<file path="src/rtl/candy_pkg.sv">
// Shared coin constants, FSM state encoding and coin decode helper for the candy vending controller.
// Purely declarative; no latency or backpressure of its own.
package candy_pkg;

  localparam int NICKEL_C  = 5;
  localparam int DIME_C    = 10;
  localparam int QUARTER_C = 25;

  localparam int VAL_W    = 5;
  localparam int N_STATES = 12;

  // One state per 5c credit step; S0 is idle. PRICE only reaches S(PRICE-5).
  typedef enum logic [3:0] {
    S0, S5, S10, S15, S20, S25, S30, S35, S40, S45, S50, S55
  } state_t;

  typedef struct packed {
    logic [VAL_W-1:0] value;
    logic             invalid;
  } coin_t;

  function automatic coin_t coin_value(input logic n, input logic d, input logic q);
    coin_t r;
    r.value   = '0;
    r.invalid = 1'b0;
    case ({n, d, q})
      3'b000:  r.value = '0;
      3'b100:  r.value = VAL_W'(NICKEL_C);
      3'b010:  r.value = VAL_W'(DIME_C);
      3'b001:  r.value = VAL_W'(QUARTER_C);
      default: r.invalid = 1'b1;
    endcase
    return r;
  endfunction

endpackage

</file>
<file path="src/rtl/candy_coin_decode.sv">
// Coin strobe decode: one-hot check and cents lookup, multi-strobe cycles report invalid with value 0.
// Combinational, zero latency; no backpressure (strobes are sampled every cycle).
module candy_coin_decode
  import candy_pkg::*;
(
  input  logic             n,
  input  logic             d,
  input  logic             q,
  output logic [VAL_W-1:0] value,
  output logic             invalid
);

  coin_t coin;

  assign coin    = coin_value(n, d, q);
  assign value   = coin.value;
  assign invalid = coin.invalid;

endmodule

</file>
<file path="src/rtl/candy_vend_fsm.sv">
// Candy vending controller: accumulates coin credit, pulses y with change at PRICE; CANDY_SALES_CNT_EN adds sales_cnt.
// All outputs registered, 1 cycle coin-to-vend latency; no backpressure, one coin accepted every cycle.
module candy_vend_fsm
  import candy_pkg::*;
#(
  parameter int PRICE = 15,
  parameter int CW    = 7
) (
  input  logic          clk,
  input  logic          reset,
  input  logic          n,
  input  logic          d,
  input  logic          q,
  output logic          y,
  output logic [CW-1:0] change,
  output logic          coin_err,
  output logic [CW-1:0] credit
`ifdef CANDY_SALES_CNT_EN
  ,
  output logic [15:0]   sales_cnt
`endif
);

  logic [VAL_W-1:0] coin_val;
  logic             coin_invalid;

  state_t           state_q, state_d;
  logic             vend_q, vend_d;
  logic [CW-1:0]    change_q, change_d;
  logic             err_q, err_d;
  logic [CW-1:0]    sum;

  candy_coin_decode u_decode (
    .n       (n),
    .d       (d),
    .q       (q),
    .value   (coin_val),
    .invalid (coin_invalid)
  );

  // Credit is implied by the state, so it is reset-clean without a separate register.
  assign credit = CW'(int'(state_q) * NICKEL_C);

  always_ff @(posedge clk or posedge reset) begin
    if (reset) begin
      state_q  <= S0;
      vend_q   <= 1'b0;
      change_q <= '0;
      err_q    <= 1'b0;
    end else begin
      state_q  <= state_d;
      vend_q   <= vend_d;
      change_q <= change_d;
      err_q    <= err_d;
    end
  end

  always_comb begin
    state_d  = S0;
    vend_d   = 1'b0;
    change_d = '0;
    err_d    = coin_invalid;
    sum      = credit + CW'(coin_val);
    if (sum >= CW'(PRICE)) begin
      // Vend and drop back to idle; overpayment leaves as change, nothing carries over.
      vend_d   = 1'b1;
      change_d = sum - CW'(PRICE);
    end else begin
      for (int i = 0; i < N_STATES; i++) begin
        if (sum == CW'(i * NICKEL_C)) state_d = state_t'(4'(i));
      end
    end
  end

  assign y        = vend_q;
  assign change   = change_q;
  assign coin_err = err_q;

`ifdef CANDY_SALES_CNT_EN
  always_ff @(posedge clk or posedge reset) begin
    if (reset) sales_cnt <= '0;
    else if (vend_d) sales_cnt <= sales_cnt + 16'd1;
  end
`endif

endmodule

</file>
<file path="config.mk">
export PLATFORM = sky130hd
export DESIGN_NAME = candy_vend_fsm
export DESIGN_NICKNAME = d
export VERILOG_FILES = /design/src/rtl/candy_pkg.sv /design/src/rtl/candy_coin_decode.sv /design/src/rtl/candy_vend_fsm.sv
export SDC_FILE = /design/constraint.sdc
export NUM_CORES = 1
export LEC_CHECK = 0
export CAP_MARGIN = 25
export CORE_AREA = 3 3 65 67
export CTS_CLUSTER_SIZE = 12
export DETAILED_ROUTE_END_ITERATION = 7
export DIE_AREA = 0 0 68 70
export DONT_BUFFER_PORTS = 1
export PLACE_DENSITY = 0.42
export SYNTH_ARGS = -nofsm -noshare
export SYNTH_HDL_FRONTEND = slang
export SYNTH_HIERARCHICAL = 1
export SYNTH_SLANG_ARGS = --single-unit
</file>
<file path="constraint.sdc">
create_clock -name clk -period 2.3 [get_ports clk]
set_input_delay 0.345 -clock clk [delete_from_list [all_inputs] [get_ports clk]]
set_output_delay 0.345 -clock clk [all_outputs]
set_load 0.005 [all_outputs]
</file>
==> results.json <==
{
  "status": "finished with violations",
  "violations": "negative setup slack",
  "grt.met3_usage_pct": 2.251,
  "cts_hold_buffers": 0,
  "worstRegToRegCells": 8,
  "top_usage_layer": "met2",
  "final_cell_mix": "buf_4, dfrtp_1, inv_1, ha_1",
  "row_count": 22,
  "worstMarginPinSlew_ns": 0.5319,
  "ys_seq_elements": 13,
  "antennaDiodeCount": 0,
  "clk_transition_reported_paths_ns": 0.06,
  "final_common_cell": "buf_4",
  "antenna_found_initial": 0,
  "start_util_pct": 29.58,
  "insertion_delay_ns": 0.24,
  "power_leakage_nw": 0.7601,
  "cp-startpoint": "state_q[3]",
  "clk_path_buf_depth": 2,
  "overflow": 0,
  "synthCells": 110,
  "regToRegStartpoint": "state_q[3]",
  "hold_viol_final": 0,
  "p_clk_share_pct": 27.1,
  "cts_tree": "done",
  "fin_ws_ns": -0.2613,
  "critPathMaxFanout": 5,
  "core_area_um2": 3689,
  "clkSinkCount": 13,
  "nets": 178,
  "syn_area_um2": 1091,
  "p_sw_w": 0.0002445,
  "cp.arrival_ns": 2.66,
  "port_buffers": 0,
  "power.density_nw_per_um2": 460.5,
  "crit_end": "change[5]",
  "synthToLayoutAreaGrowth_pct": 55.50,
  "yosys_warnings": 6,
  "ys.flop_type": "dfrtp_1",
  "r2r-end": "change[5]",
  "finalClockSkew_ns": 0.005878,
  "rsz0062_at_grt": "true",
  "num_io_pins": 21,
  "dieArea_um2": 4760,
  "grt_pass1_wl_um": 4719,
  "slew-limit-headroom_pct": 64.50,
  "cp_data_required_time_ns": 2.40,
  "root_buffer": "clkbuf_8",
  "met1_usage_pct": 16.67,
  "cts_max_level": 1,
  "via_per_inst": 4.564,
  "grt_max_degree": 14,
  "use_met2_pct": 21.41,
  "internal_power_w": 0.0005367,
  "drv_cap": 0,
  "avgRoutedWirePerCell_um": 13.70,
  "max_freq_mhz": 390.4,
  "place_congestion": 0.7488,
  "hold_slack_ns": 0.02303,
  "yosysUniqueCellTypes": 38,
  "fillers": 360,
  "drt-total-wl_um": 2795,
  "synth_edf_count": 0,
  "fin_crit_sh_pct": 111.4,
  "fin_crit_ns": 2.561,
  "fp.dieH_um": 70,
  "dp_hpwl_um": 2166,
  "grt_util_all_layers_pct": 13.01,
  "rrSetupSlack_ns": -0.26,
  "swShare_pct": 31.30,
  "drtAntennaViolNets": 0,
  "worstSetupStartpointType": "flip-flop",
  "placed_area_um2": 1439,
  "grt_pass1_vias": 1046,
  "power.share.combinational_pct": 38.1,
  "drt_iter0_drc": 34,
  "vias": 931,
  "setup_viol_count_final": 11,
  "hp-class": "primary input to async pin",
  "crit_type": "flip-flop to flip-flop",
  "drive_above_1_share_pct": 51.92,
  "pwr-share-seq_pct": 34.7,
  "maxSlewViolCount": 0,
  "critPathCaptureType": "flip-flop",
  "drc": 0,
  "seq_area_frac_synth_pct": 29.82,
  "die_w_um": 68,
  "numCtsBuffers": 3,
  "ir_drop_mv": 0.1507,
  "async_flop_share_pct": 100.0,
  "avgSynthCellArea_um2": 9.919,
  "first_pass_iters": 4,
  "fin_area_um2": 1697
}
synthesized netlist by cell type, types with 3 or more instances:
cell / instances / share of area (%)
ha_1: 14 / 16
dfrtp_1: 13 / 30
nor2_1: 12 / 4.1
inv_1: 8 / 2.8
nand2_1: 7 / 2.4
xnor2_1: 7 / 5.6
nand3_1: 3 / 1.4
o21ai_0: 3 / 1.4
xor2_1: 3 / 2.4
critical path, cell delays in order (launching register included):
cell and delay [ns]:
dfrtp_1 0.41, ha_4 0.27, ha_4 0.16, fa_2 0.57
ha_4 0.23, a21oi_4 0.24, xnor2_4 0.17, mux2i_1 0.23
o221ai_1 0.14
timing repair:
action	CTS	global route
pin swaps	11	15
resized for setup	20	5
buffers inserted	5	2
setup endpoints to repair	11	11
registers in the layout, indices dropped and copies added, names as in the netlist:
name / cells
y: 1
state_q: 4
coin_err: 1
change: 7
cells by family after synthesis:
group / share of synthesized area [%]
XOR/XNOR: 13.99
buffers and inverters: 4.816
flip-flops: 29.82
multiplexers: 1.835
AO/OA/AOI/OAI: 13.53
other: 0.3437
AND/OR/NAND/NOR: 15.02
adder cells (fa/ha/maj): 20.64
cell type report:
cell class                      count  area, µm²  share of cell area [%]
Multi-Input combinational cell     86      874.6                   51.55
Clock buffer                        4      45.04                   2.655
Tap cell                           48      60.06                   3.540
Timing Repair Buffer               43      354.1                   20.87
Sequential cell                    13      325.3                   19.17
Inverter                           10      37.54                   2.212
how the worst min path moves through the flow:
stage | start | end | slack [ns]
floorplan | reset | change[0] | 0.22
global placement | reset | change[2] | 0.30
detailed placement | reset | y | 0.31
CTS | reset | change[3] | 0.03
global route | reset | state_q[0] | 0.06
finish | reset | change[3] | 0.02
per-stage QoR:
stage	total power [W]	setup TNS [ns]	setup WS [ns]	cells	utilization, %
6_report	0.0007813	-1.976	-0.2613	204	46.00
5_1_grt	0.0008357	-2.809	-0.3536	204	46.00
4_1_cts	0.0007829	-1.867	-0.2642	202	44.95
3_5_place_dp	0.0005235	-2.669	-0.3227	193	39.01
3_3_place_gp	0.0005213	-2.132	-0.2462	193	39.01
2_1_floorplan	0.0004252	-1.862	-0.2275	111	-
power by group through the flow:
stage	clock (W)	combinational [W]	sequential, W
2_1_floorplan	0	0.000153	0.000273
3_3_place_gp	0	0.000246	0.000276
3_5_place_dp	0	0.000247	0.000276
4_1_cts	0.000220	0.000290	0.000272
5_1_grt	0.000233	0.000330	0.000273
6_report	0.000212	0.000298	0.000271
layer usage:
layer / vias up / wire length [µm]
met5: - / 0
met4: 0 / 39
met3: 4 / 107
met2: 22 / 1406
met1: 446 / 1242
li1: 459 / -
No activity file was read; power rests on OpenSTA's default activity.
